`src/rtl/if_fetch_if.sv`:
```
// Instruction-memory request/response bus between the fetch stage and imem.
// A transfer happens in any cycle where imem_req_o and imem_ready_i are both high.
interface if_fetch_if;
  logic        imem_req_o;
  logic [31:0] imem_addr_o;
  logic        imem_ready_i;
  logic [31:0] imem_rdata_i;

  modport master (output imem_req_o, imem_addr_o, input  imem_ready_i, imem_rdata_i);
  modport slave  (input  imem_req_o, imem_addr_o, output imem_ready_i, imem_rdata_i);
endinterface

```
`src/rtl/if_fetch.sv`:
```
// Instruction fetch stage: one outstanding imem request, 1-entry skid buffer for
// downstream stalls, and a DISCARD state that drains a request squashed by a redirect.
module if_fetch #(
  parameter logic [31:0] RESET_PC = 32'h0000_0000
) (
  input  logic        clk,
  input  logic        reset,
  input  logic        stall_i,
  input  logic        redirect_i,
  input  logic [31:0] redirect_pc_i,
  if_fetch_if.master  imem,
  output logic [31:0] nextPC_IF,
  output logic [31:0] RD_IF,
  output logic        valid_IF
);

  typedef enum logic [1:0] {RUN, FULL, DISCARD} state_t;

  typedef struct packed {
    logic        full;
    logic [31:0] instr;
    logic [31:0] npc;
  } skid_t;

  state_t      state, state_nxt;
  skid_t       skid, skid_nxt;
  logic [31:0] pc, pc_nxt, req_addr, req_addr_nxt;
  logic [31:0] rd_nxt, npc_nxt, tgt;
  logic        vld_nxt, req, xfer;

  assign tgt = redirect_pc_i & ~32'h3;

  always_ff @(posedge clk) begin
    if (reset) state <= RUN;
    else       state <= state_nxt;
  end

  always_comb begin
    state_nxt    = state;
    pc_nxt       = pc;
    req_addr_nxt = req_addr;
    rd_nxt       = RD_IF;
    npc_nxt      = nextPC_IF;
    vld_nxt      = valid_IF;
    skid_nxt     = skid;

    // FULL re-issues in the same cycle the stall drops, so the skid slot refills
    // while its contents move to the output registers.
    case (state)
      RUN, DISCARD: req = 1'b1;
      FULL:         req = ~stall_i & ~redirect_i;
      default:      req = 1'b0;
    endcase
    xfer = req & imem.imem_ready_i;

    if (redirect_i) begin
      pc_nxt   = tgt;
      skid_nxt = '0;
      rd_nxt   = '0;
      npc_nxt  = '0;
      vld_nxt  = 1'b0;
      // A pending, unaccepted request must stay on the bus until accepted.
      if (!req || xfer) begin
        req_addr_nxt = tgt;
        state_nxt    = RUN;
      end else begin
        state_nxt    = DISCARD;
      end
    end else begin
      case (state)
        RUN: begin
          if (xfer) begin
            pc_nxt       = pc + 32'd4;
            req_addr_nxt = req_addr + 32'd4;
            if (stall_i) begin
              skid_nxt  = '{full: 1'b1, instr: imem.imem_rdata_i, npc: req_addr + 32'd4};
              state_nxt = FULL;
            end else begin
              rd_nxt  = imem.imem_rdata_i;
              npc_nxt = req_addr + 32'd4;
              vld_nxt = 1'b1;
            end
          end else if (!stall_i) begin
            vld_nxt = 1'b0;
          end
        end
        FULL: begin
          if (!stall_i) begin
            rd_nxt  = skid.instr;
            npc_nxt = skid.npc;
            vld_nxt = skid.full;
            if (xfer) begin
              pc_nxt       = pc + 32'd4;
              req_addr_nxt = req_addr + 32'd4;
              skid_nxt     = '{full: 1'b1, instr: imem.imem_rdata_i, npc: req_addr + 32'd4};
            end else begin
              skid_nxt  = '0;
              state_nxt = RUN;
            end
          end
        end
        DISCARD: begin
          if (!stall_i) vld_nxt = 1'b0;
          if (xfer) begin
            req_addr_nxt = pc;
            state_nxt    = RUN;
          end
        end
        default: state_nxt = RUN;
      endcase
    end

    imem.imem_req_o  = req;
    imem.imem_addr_o = req_addr;
  end

  always_ff @(posedge clk) begin
    if (reset) begin
      pc        <= RESET_PC;
      req_addr  <= RESET_PC;
      RD_IF     <= '0;
      nextPC_IF <= '0;
      valid_IF  <= 1'b0;
      skid      <= '0;
    end else begin
      pc        <= pc_nxt;
      req_addr  <= req_addr_nxt;
      RD_IF     <= rd_nxt;
      nextPC_IF <= npc_nxt;
      valid_IF  <= vld_nxt;
      skid      <= skid_nxt;
    end
  end

endmodule

```
`src/flat_wrapper.sv`:
```
// flat-port wrapper written by rule: the top's interface ports become plain ports
module if_fetch_flat 
#(
  parameter logic [31:0] RESET_PC = 32'h0000_0000
)
  (clk, reset, stall_i, redirect_i, redirect_pc_i, nextPC_IF, RD_IF, valid_IF, imem_imem_req_o, imem_imem_addr_o, imem_imem_ready_i, imem_imem_rdata_i);
  if_fetch_if imem_i ();
  input  logic clk;
  input  logic reset;
  input  logic stall_i;
  input  logic redirect_i;
  input  logic [31:0] redirect_pc_i;
  output logic [31:0] nextPC_IF;
  output logic [31:0] RD_IF;
  output logic valid_IF;
  output wire logic [$bits(imem_i.imem_req_o)-1:0] imem_imem_req_o;
  output wire logic [$bits(imem_i.imem_addr_o)-1:0] imem_imem_addr_o;
  input wire logic [$bits(imem_i.imem_ready_i)-1:0] imem_imem_ready_i;
  input wire logic [$bits(imem_i.imem_rdata_i)-1:0] imem_imem_rdata_i;
  assign imem_imem_req_o = imem_i.imem_req_o;
  assign imem_imem_addr_o = imem_i.imem_addr_o;
  assign imem_i.imem_ready_i = imem_imem_ready_i;
  assign imem_i.imem_rdata_i = imem_imem_rdata_i;
  if_fetch #(.RESET_PC(RESET_PC)) u_core (.clk(clk), .reset(reset), .stall_i(stall_i), .redirect_i(redirect_i), .redirect_pc_i(redirect_pc_i), .imem(imem_i), .nextPC_IF(nextPC_IF), .RD_IF(RD_IF), .valid_IF(valid_IF));
endmodule
```
`config.mk`:
```
export PLATFORM = sky130hd
export DESIGN_NAME = if_fetch_flat
export DESIGN_NICKNAME = d
export VERILOG_FILES = /design/src/rtl/if_fetch_if.sv /design/src/rtl/if_fetch.sv /design/src/flat_wrapper.sv
export SDC_FILE = /design/constraint.sdc
export NUM_CORES = 1
export LEC_CHECK = 0
export ABC_AREA = 1
export CORE_MARGIN = 10
export CORE_UTILIZATION = 56
export CTS_BUF_LIST = sky130_fd_sc_hd__clkbuf_4 sky130_fd_sc_hd__clkbuf_8
export CTS_CLUSTER_DIAMETER = 100
export CTS_CLUSTER_SIZE = 10
export DETAILED_ROUTE_END_ITERATION = 6
export PLACE_DENSITY = 0.82
export RECOVER_POWER = 50
export SLEW_MARGIN = 10
export SYNTH_ARGS = -nofsm -noshare
export SYNTH_HDL_FRONTEND = slang
export SYNTH_SLANG_ARGS = --single-unit
```
`constraint.sdc`:
```
create_clock -name clk -period 2.28 [get_ports clk]
set_input_delay 0.456 -clock clk [delete_from_list [all_inputs] [get_ports clk]]
set_output_delay 0.456 -clock clk [all_outputs]
set_load 0.03 [all_outputs]
```
# Yosys cells after proc, flatten, opt, wreduce, memory -nomap -nowiden
# Index checks and enable logic that the tools add are counted.
word_totals:
  ramBits: 0
  out_inout_bits: 98
  mem_count: 0
  word_cells: 82
  regBits: 196
  latch_bits: 0
  input_bits: 69
  rom_bits: 0
op_classes:
  muxes: 37
  addsub: 2
  n_shift: 0
  n_eq_ne: 13
  n_mul: 0
  n_reduce_logical: 16
  n_bitwise: 4
  div_mod_pow: 0
  n_lt_le_gt_ge: 0
op_table:
  columns: ["operator", "count"]
  rows:
  - ["2-to-1 mux 32 bit", 14]
  - ["2-to-1 mux 65 bit", 4]
  - ["one-hot mux 32 bit (2 select lines)", 3]
  - ["one-hot mux 65 bit (2 select lines)", 1]
  - ["one-hot mux 32 bit (3 select lines)", 1]
  - ["adder 32 x 3 -> 32 bit (second input constant)", 2]
  - ["2-to-1 mux 2 bit", 7]
  - ["!= test 3 bit (second input constant)", 4]
  - ["AND reduction 4 bit", 3]
  - ["!= test 2 bit (second input constant)", 3]
  - ["!= test 3 x 2 -> 1 bit (second input constant)", 2]
  - ["one-hot mux 2 bit (3 select lines)", 1]
  - ["nonzero test 3 bit", 2]
  - ["AND reduction 5 bit", 1]
  - ["2-to-1 mux 1 bit", 4]
  - ["!= test 2 x 1 -> 1 bit (second input constant)", 2]
  - ["AND reduction 2 bit", 2]
  - ["nonzero test 4 bit", 1]
  - ["OR reduction 2 bit", 2]
  - ["one-hot mux 1 bit (3 select lines)", 1]
  - ["AND reduction 3 bit", 1]
  - ["bitwise AND 1 bit", 2]
  - ["== test 2 x 1 -> 1 bit (second input constant)", 1]
  - ["== test 2 bit (second input constant)", 1]
  - ["other kinds (6)", 7]

# Logic depth before layout (Yosys ltp)
# Gate-level depths: netlist (run 1).
logic_depth:
  depth_word: 8
  mapped_depth: 13
  ltp_nobuf: 12

# Worst setup path after synthesis (run 1)
# Ideal clock, no wire load.
synth_path:
  path_kind: "flip-flop to flip-flop"
  start: "register u_core.req_addr[2] (netlist: u_core.imem.imem_addr_o[2])"
  end: "register u_core.req_addr[18] (netlist: u_core.imem.imem_addr_o[18])"
  arrival_time_ps: 1767
  required_ps: 2163
  stages_incl_launch_ff: 11
  n_path_buf: 0
  period_less_slack_ps: 1885
  path_slack_ps: 395
  setup_ps: 117
  path_cell_list: "dfxtp_1 ha_1 nand2_1 nor2_1 nand2_1 nor2_2 nand2_1 nand2_1 nand2_1 a21oi_1 nor2_1"
synth_between:
  elab_chain_len: 5
synth_lines:
  columns: ["item", "line", "source"]
  rows:
  - ["start, declared", "if_fetch.sv:27", "logic [31:0] pc, pc_nxt, req_addr, req_addr_nxt;"]
  - ["start signal, assigned", "if_fetch.sv:127", "req_addr <= req_addr_nxt;"]
  - ["adder 32 x 3 -> 32 bit (*)", "if_fetch.sv:74, if_fetch.sv:94", null]
  - ["2-to-1 mux 32 bit (*)", "if_fetch.sv:72, if_fetch.sv:92", null]
  - ["2-to-1 mux 32 bit", "if_fetch.sv:88", "if (!stall_i) begin"]
  - ["one-hot mux 32 bit (3 select lines) (*)", "if_fetch.sv:70", "case (state)"]
  - ["2-to-1 mux 32 bit (*)", "if_fetch.sv:56", "if (redirect_i) begin"]
# Every way passes the cells marked *; elsewhere a longest branch is shown, timed or not. The select of a mux whose other input is x is not followed.
# A chain may end at the register's enable or synchronous reset.

# Worst setup path in the final report (run 1)
layout_path:
  start: "register u_core.req_addr[16] (netlist: u_core.imem.imem_addr_o[16])"
  end: "output port imem_imem_addr_o[16]"
layout_lines:
  columns: ["item", "line", "source"]
  rows:
  - ["end, declared", "flat_wrapper.sv:17", "output wire logic [$bits(imem_i.imem_addr_o)-1:0] imem_imem_addr_o;"]
# No word-level cell between the ends.

==> summary by stage, run 1 <==
Placed design
The final HPWL from detailed placement is 24.2 mm. During placement, the flow inserted port buffers numbering 162. The final RePlAce weighted congestion is 0.925.

The post-placement setup slack is 0.0275 ns.

Die
The die boundary width is 156 microns. The chip height is 156 microns. The core region is 18100 sq um.

The I/O pin count is 167. The count of standard-cell rows is 49. The total die area is 24400 sq um. The initial standard-cell utilization of the core is 0.573.

Yosys
The total of flip-flops plus latches after synthesis is 190. The number of distinct library cells after synthesis is 33. The share of the yosys chip area belonging to registers is 0.366. The number of warning messages in the yosys log is 0. Yosys mapped a number of flops with a built-in enable equal to 0.

The most common cell in the synthesized netlist is sky130_fd_sc_hd__nand2_1. Among all flip-flop cells after synthesis, the most frequent one is sky130_fd_sc_hd__dfxtp_1. The post-synthesis instance area is 10400 sq um.

After synthesis, the share of flip-flops with an asynchronous set or reset is 0. Sorting the synthesized cells by area gives the leading types as sky130_fd_sc_hd__dfxtp_1 37%, sky130_fd_sc_hd__nand2_1 26%, sky130_fd_sc_hd__a21oi_1 8.9%. Of all cell types, the one taking the most synthesized area is sky130_fd_sc_hd__dfxtp_1. A synthesized cell averages 6.01 sq um. Ranked by instance count, the synthesized netlist is headed by 708 x sky130_fd_sc_hd__nand2_1, 206 x sky130_fd_sc_hd__nor2_1, 190 x sky130_fd_sc_hd__dfxtp_1. The post-synthesis instance total is 1732.

The portion of synthesized cell area occupied by the leading cell type is 0.366.

Worst hold path
For hold timing, the worst endpoint is u_core.state[1]. The worst min-delay path startpoint is redirect_i. The worst hold path cell count is 3. The path class of the lowest-slack min-delay path is in -> reg.

Layout
The area growth from synthesis to layout is 23.0%. The multi-input combinational cell area is 5680 sq um. The layout has 1651 filler cells.

In the final layout, flip-flops and latches occupy 3810 sq um. The fraction of layout cells with a size suffix above 1 is 0.0562. The number of diodes added for antenna fixing is 0. At the end of the flow, the number of nets in the layout was 1949.

Global route
Global routing finished with a remaining overflow of 0. Entering global routing, the biggest net connects 70 pins. The via count of the first global-routing pass came to 9918. The initial antenna violation count is 0.

The global-route wire length before repair is 51.7 mm. The global-route usage over all layers is 0.257.

Clocking
The tree is rooted in a sky130_fd_sc_hd__clkbuf_8. The clock-pin slew reported for the worst setup and hold paths after clock tree synthesis is 0.12 ns. The later pin in the worst-skew pair is clocked with a latency of 0.49 ns.

The number of buffers between clock root and the deepest sink is 2. The TritonCTS clock tree is built. The number of sinks handled by clock tree synthesis is 190.

The H-tree depth is 4. TritonCTS created 17 clock buffers.

STA
The worst slew slack as a fraction of its limit is 0.506. In the post-route analysis, the smallest setup slack over all paths is 0.0742 ns. Derived from the worst setup path, the maximum achievable clock frequency is 453 MHz. Setup total negative slack on the finished layout was measured at 0 ns.

Setup repair after global routing left no endpoint under its margin. The final hold violation count is 0. The worst clock skew is 0.0231 ns.

The number of setup violations in the final report is 0. The minimum clock period is 2.21 ns. In the finished design, the share of the clock period the worst path needs comes to 0.967. At the pin with the least slew margin, the transition time is 0.740 ns.

The number of slew-limit violations in the final report is 0.

Setup path
The worst flop-to-flop path startpoint is u_core.state[0]. The worst setup path is of the reg -> out kind. STA puts the critical path data required time at 1.82 ns. The cell family contributing the most delay on the critical path is buffers and inverters. The number of cells traversed by the worst register-to-register path is 10. The peak fanout along the critical path is 6.

The flop-to-flop setup slack is 0.17 ns. The capture instance of the worst register-to-register path is u_core.skid[22]. Walking the worst path, the cells encountered are clkdlybuf4s50_1.

For this run, the slowest stage of the critical path takes 0.75 ns. The data arrival time of the worst path is 1.75 ns. The slowest library cell on the worst path is sky130_fd_sc_hd__clkdlybuf4s50_1.

The type of origin of the critical path is a flip-flop. The worst setup path is captured at a primary output. Counting both buffers and inverters, the worst setup path holds a total of 1.

Power
The worst-case IR drop observed on VDD is 0.487 mV. In this run the power density over the cells is 740 nW/um^2. The standby leakage power is 5.41 nW.

Routing
The number of detailed-route iterations in the first pass is 6. The residual DRC count is 0. The sum of routed wire length over all layers is 32.8 mm. The post-route antenna net violation count is 0. The routed layout has 11.2k vias.

Dividing the detail-routed via count by the number of cells gives 5.31. After detailed routing, the average wire length per cell comes to 15.5 microns. After the first detailed-routing iteration, the DRC count stood at 998.

Outcome
The flow ran to the end, and the final reports show no timing, DRC or antenna violations.

Flow run
The max-capacitance violation count is 0.
[cell type report]
cell class,count,share of cell area
clock buffer,17,0.0183
clock inverter,15,0.0159
inverter,131,0.0384
multi-input combinational,1324,0.444
sequential,190,0.298
tap,229,0.0224
timing repair buffer,210,0.163
[registers in the layout (all words and copies together) (netlist names)]
signal	flops
u_core.skid	64
u_core.pc	30
u_core.valid_IF	1
u_core.imem.imem_addr_o	30
u_core.state	2
u_core.nextPC_IF	31
u_core.RD_IF	32
[report_power, final]
part / switching [mW] / internal (mW) / leakage [nW] / total (mW)
sequential: 0.325 / 3.60 / 1.55 / 3.93
combinational: 2.02 / 1.13 / 3.65 / 3.15
clock: 1.51 / 0.879 / 0.215 / 2.39
[cell usage in the layout (no fill, tap or decap), types with 4 or more instances in the layout]
| cell | n |
|---|---|
| sky130_fd_sc_hd__clkbuf_8 | 17 |
| sky130_fd_sc_hd__inv_1 | 124 |
| sky130_fd_sc_hd__nand4_1 | 5 |
| sky130_fd_sc_hd__inv_12 | 4 |
| sky130_fd_sc_hd__o21ai_0 | 88 |
| sky130_fd_sc_hd__nor3_1 | 6 |
| sky130_fd_sc_hd__dfxtp_1 | 188 |
| sky130_fd_sc_hd__xor2_1 | 7 |
| sky130_fd_sc_hd__nand2_1 | 710 |
| sky130_fd_sc_hd__a21oi_1 | 184 |
| sky130_fd_sc_hd__nand3_1 | 79 |
| sky130_fd_sc_hd__clkinv_8 | 5 |
| sky130_fd_sc_hd__clkdlybuf4s50_1 | 153 |
| sky130_fd_sc_hd__inv_2 | 7 |
| sky130_fd_sc_hd__dlygate4sd3_1 | 7 |
| sky130_fd_sc_hd__buf_12 | 10 |
| sky130_fd_sc_hd__or2_2 | 5 |
| sky130_fd_sc_hd__nor2_1 | 208 |
| sky130_fd_sc_hd__buf_4 | 31 |
[cells by family after synthesis]
group | Yosys count | synth area share
buf+inv | 219 | 0.0895
simple gates | 1026 | 0.393
compound gates | 280 | 0.136
other cells | 1 | 0.000360
flops | 190 | 0.366
fa+ha+maj | 6 | 0.00722
xor+xnor | 10 | 0.00842
[routing by layer]
metal	global-route usage	wire [microns]
met1	0.353	14800
met2	0.402	14900
met3	0.0466	2650
met4	0.0746	531
met5	0	0
[how the worst max path moves through the flow]
stage,from,endpoint,depth (start not counted)
2_1_floorplan,u_core.imem.imem_addr_o[2],u_core.imem.imem_addr_o[18],10
3_3_place_gp,stall_i,u_core.RD_IF[26],11
3_5_place_dp,stall_i,u_core.RD_IF[13],11
4_1_cts,u_core.state[0],imem_imem_req_o,8
5_1_grt,u_core.state[0],imem_imem_req_o,8
6_report,u_core.imem.imem_addr_o[16],imem_imem_addr_o[16],1
[per-stage QoR]
stage                     instances  utilization  power (mW)  area (sq um)  hold slack, ns
after floorplan                1733            -        5.91         10400           0.434
after global placement         2082        0.684        7.11         12400           0.441
after detailed placement       2082        0.684        7.17         12400           0.452
after CTS                      2116        0.709        9.52         12900           0.296
after global routing           2116        0.705        9.95         12800           0.333
final                          2116        0.705        9.47         12800           0.331
[worst min-delay path, stage by stage]
cell,delay [ns]
sky130_fd_sc_hd__buf_2,0.17
sky130_fd_sc_hd__nor3_1,0.08
sky130_fd_sc_hd__nor2_1,0.09
[what timing repair did]
action / 4_1_cts / 5_1_grt
endpoints found under the hold margin: 0 / 0
resized for setup: 4 / 7
setup endpoints to repair: 1 / 1
pin swaps: 0 / 0
hold buffers: 0 / 0
setup buffers: 2 / 0
No activity file was read; power rests on OpenSTA's default activity.
==> run 2, diff against run 1 <==
--- a/config.mk
+++ b/config.mk
@@ -6,7 +6,8 @@
 export NUM_CORES = 1
 export LEC_CHECK = 0
 export ABC_AREA = 1
-export CORE_MARGIN = 10
+export ABC_CLOCK_PERIOD_IN_PS = 2280
+export CORE_MARGIN = 3
 export CORE_UTILIZATION = 56
 export CTS_BUF_LIST = sky130_fd_sc_hd__clkbuf_4 sky130_fd_sc_hd__clkbuf_8
 export CTS_CLUSTER_DIAMETER = 100
==> summary by stage, run 2 (same netlist as run 1, synthesis figures left out) <==
Routing
The total routed wire length on the met1 layer is 14.2 mm (-4.4%). The number of vias per cell was 5.35 (+0.88%). The sum of routed wire length over all layers is 31.3 mm (-4.7%). After detailed routing, no signal wire sits above met4. The residual DRC count was 0 (unchanged).

The initial DRC count is 837 (-16%). The routed length on met3 is 2.36 mm (-11%). The per-cell routed wire length is 14.9 microns (-4.1%). The total via count after detailed routing is 11.3k (+0.26%). The number of detailed-route iterations in the first pass is 5 (-1). The post-route antenna net violation count is 0 (unchanged). The amount of wire on met2 after detailed routing is 14.0 mm (-5.5%).

Setup path
The largest stage delay on the critical path came to 0.74 ns (about the same). Among cell families on the critical path, the largest total delay comes from buffers and inverters. STA classifies the critical path startpoint as a flip-flop. The launch point of the worst path is u_core.imem.imem_addr_o[13]. The required time of the critical path is 1.82 ns (about the same). The signal on the critical path passes through clkdlybuf4s50_1. The worst setup path is captured at a primary output. The sum of buffers and inverters on the critical path was 1 (unchanged). The data arrival time of the worst path is 1.73 ns (-0.02 ns).

The category of the most critical setup path is reg -> out. The largest individual stage delay along the critical path comes from the cell sky130_fd_sc_hd__clkdlybuf4s50_1. The worst flop-to-flop path startpoint is u_core.imem.imem_addr_o[3].

The peak fanout along the critical path is 6 (unchanged).

Layout
In the layout the commonest cells are 708 x sky130_fd_sc_hd__nand2_1, 206 x sky130_fd_sc_hd__nor2_1, 188 x sky130_fd_sc_hd__dfxtp_1. The number of flip-flops in the largest register was 64 (unchanged). Compared with the post-synthesis result, the final layout area differs by 22.3%. The largest registers in the layout are u_core.skid x64, u_core.RD_IF x32, u_core.nextPC_IF x31. u_core.skid holds more flip-flops than any other register.

The fraction of layout cells with a size suffix above 1 came to 0.0539 (-0.00228). The number of diodes added for antenna fixing came to 0 (unchanged). The sequential standard cell area is 3810 sq um (about the same). The total number of nets in the final design is 1936 (-0.67%). The library cell used most frequently in the layout, excluding fill and tap cells, is sky130_fd_sc_hd__nand2_1. The multi-input combinational cell area is 5670 sq um (-0.13%). The final-layout fill cell count is 1600 (-3.1%).

Placed design
The post-placement setup slack is -0.0403 ns (-0.0678 ns). The final HPWL from detailed placement is 22.4 mm (-7.3%). The final RePlAce weighted congestion is 0.933 (+0.91%). The total of buffers placed on input and output ports is 162 (unchanged).

Die
The count of standard-cell rows is 49 (unchanged). The die boundary width is 142 microns (-9.0%). The chip height is 142 microns (-9.0%).

The area of the core came to 18100 sq um (-0.34%). The initial standard-cell utilization of the core is 0.575 (+0.00194). The total die area came to 20200 sq um (-17%). The I/O pin count is 167 (unchanged).

STA
The worst clock skew is 0.0176 ns (-0.00544 ns). The worst slew slack as a fraction of its limit is 0.487 (-0.0198). The top achievable clock speed is 457 MHz (+0.80%).

The post-layout worst setup margin was 0.0917 ns (+0.0174 ns). The number of slew-limit violations in the final report was 0 (unchanged). The minimum clock period is 2.19 ns (-0.0174 ns). The final hold violation count is 0 (unchanged). The number of setup violations in the final report is 0 (unchanged). The actual transition at the worst max-transition pin is 0.770 ns (+0.0297 ns). The setup TNS after final layout came to 0 ns (unchanged).

The part of the cycle the worst path needs is 0.960 (-0.00765).

Global route
The residual overflow from global routing is 0 (unchanged). The via count of the first global-routing pass is 10.2k (+2.4%). The global-route usage over all layers is 0.302 (+0.0450). The maximum number of pins on one net before global-route repair is 71 (+1.4%). The initial antenna violation count is 0 (unchanged). The global-route wire length before repair is 50.1 mm (-3.0%).

Clocking
The number of buffers inserted to repair setup after CTS is 0 (-2). The clock-pin slew reported for the worst setup and hold paths after clock tree synthesis was 0.11 ns (about the same). The number of sinks handled by clock tree synthesis is 190 (unchanged). The number of buffers between clock root and the deepest sink was 2 (unchanged). In this run the clock root is driven by a sky130_fd_sc_hd__clkbuf_8. TritonCTS built the clock tree.

The H-tree depth is 4 (unchanged). The clock latency at the later pin of the worst-skew pair came to 0.48 ns (about the same). The total clock buffers created by CTS came to 17 (unchanged).

Flow run
The max-capacitance violation count was 0 (unchanged).

Power
The part of the total power dissipated in the clock network is 0.248 (-0.004). The peak supply drop is 0.411 mV (-16%). The sequential group share of total power was 0.419 (+0.004). The share of power burned in combinational logic is 0.333 (about the same).

The switching power as a share of total power came to 0.404 (-0.00307). The internal power is 5.58 mW (-0.53%). The standby leakage power is 5.35 nW (-1.2%).

The switching power of the nets is 3.79 mW (-1.8%). The power per standard cell area is 737 nW/um^2 (-0.50%).

Worst hold path
The worst min-delay path startpoint is u_core.skid[1]. The path class of the lowest-slack min-delay path is reg -> reg.

Outcome
The run finished with clean final reports.
-- run 2: cell types whose count changed in the layout (fill, tap and decap cells not counted), moves of 2 or more --
| cell | previous run | this run |
|---|---|---|
| sky130_fd_sc_hd__nand2_1 | 710 | 708 |
| sky130_fd_sc_hd__clkdlybuf4s50_1 | 153 | 160 |
| sky130_fd_sc_hd__buf_12 | 10 | 13 |
| sky130_fd_sc_hd__buf_4 | 31 | 22 |
| sky130_fd_sc_hd__clkbuf_1 | 3 | 0 |
| sky130_fd_sc_hd__dlygate4sd3_1 | 7 | 0 |
| sky130_fd_sc_hd__nand2_4 | 0 | 2 |
| sky130_fd_sc_hd__ha_2 | 0 | 2 |
| sky130_fd_sc_hd__nor2_1 | 208 | 206 |
| sky130_fd_sc_hd__inv_12 | 4 | 2 |
| sky130_fd_sc_hd__nor2_2 | 2 | 4 |
| sky130_fd_sc_hd__clkbuf_2 | 2 | 0 |
| sky130_fd_sc_hd__ha_4 | 3 | 0 |
-- run 2: per-layer routing --
layer,global-route usage,vias up
met5,0,-
met4,0.0955,0
met3,0.0393,50
met2,0.474,449
met1,0.433,5079
li1,-,5681
-- run 2: what timing repair did --
action,CTS,global route
gates resized for setup,1,2
cloned,0,0
hold buffers,0,0
endpoints found under the setup margin,1,8
-- run 2: cell type report --
cell class	count	area share
Clock buffer	17	0.0184
Clock inverter	15	0.0150
Inverter	131	0.0387
Multi-Input combinational cell	1324	0.446
Sequential cell	190	0.299
Tap cell	229	0.0225
Timing Repair Buffer	197	0.160
-- run 2: final timing paths --
path / slack, ns / to / cells after the start
worst min register to register: 0.47 / u_core.skid[1] / 2
worst max register to register: 0.15 / u_core.nextPC_IF[20] / 10
worst max-delay path: 0.09 / imem_imem_addr_o[13] / 1
worst min-delay path: 0.47 / u_core.skid[1] / 2
-- run 2: stage by stage --
step,instance area (sq um),utilization,hold slack (ns),total power [mW],instances
floorplan,10400,-,0.434,5.91,1733
global placement,12300,0.681,0.442,7.03,2071
detailed placement,12300,0.681,0.454,7.07,2071
CTS,12700,0.704,0.470,9.36,2103
global route,12700,0.703,0.483,9.87,2103
finish,12700,0.703,0.467,9.37,2103
-- run 2: worst min-delay path, stage by stage, from the launching register on --
cell                      delay [ns]
sky130_fd_sc_hd__dfxtp_1        0.33
sky130_fd_sc_hd__nand3_1        0.07
sky130_fd_sc_hd__inv_1          0.03
-- run 2: power by group through the flow --
stage | registers [mW] | clock network [mW] | logic (mW)
floorplan | 4.21 | 0 | 1.71
global placement | 3.98 | 0 | 3.04
detailed placement | 3.99 | 0 | 3.08
CTS | 3.92 | 2.34 | 3.11
global route | 3.96 | 2.48 | 3.43
finish | 3.93 | 2.33 | 3.12
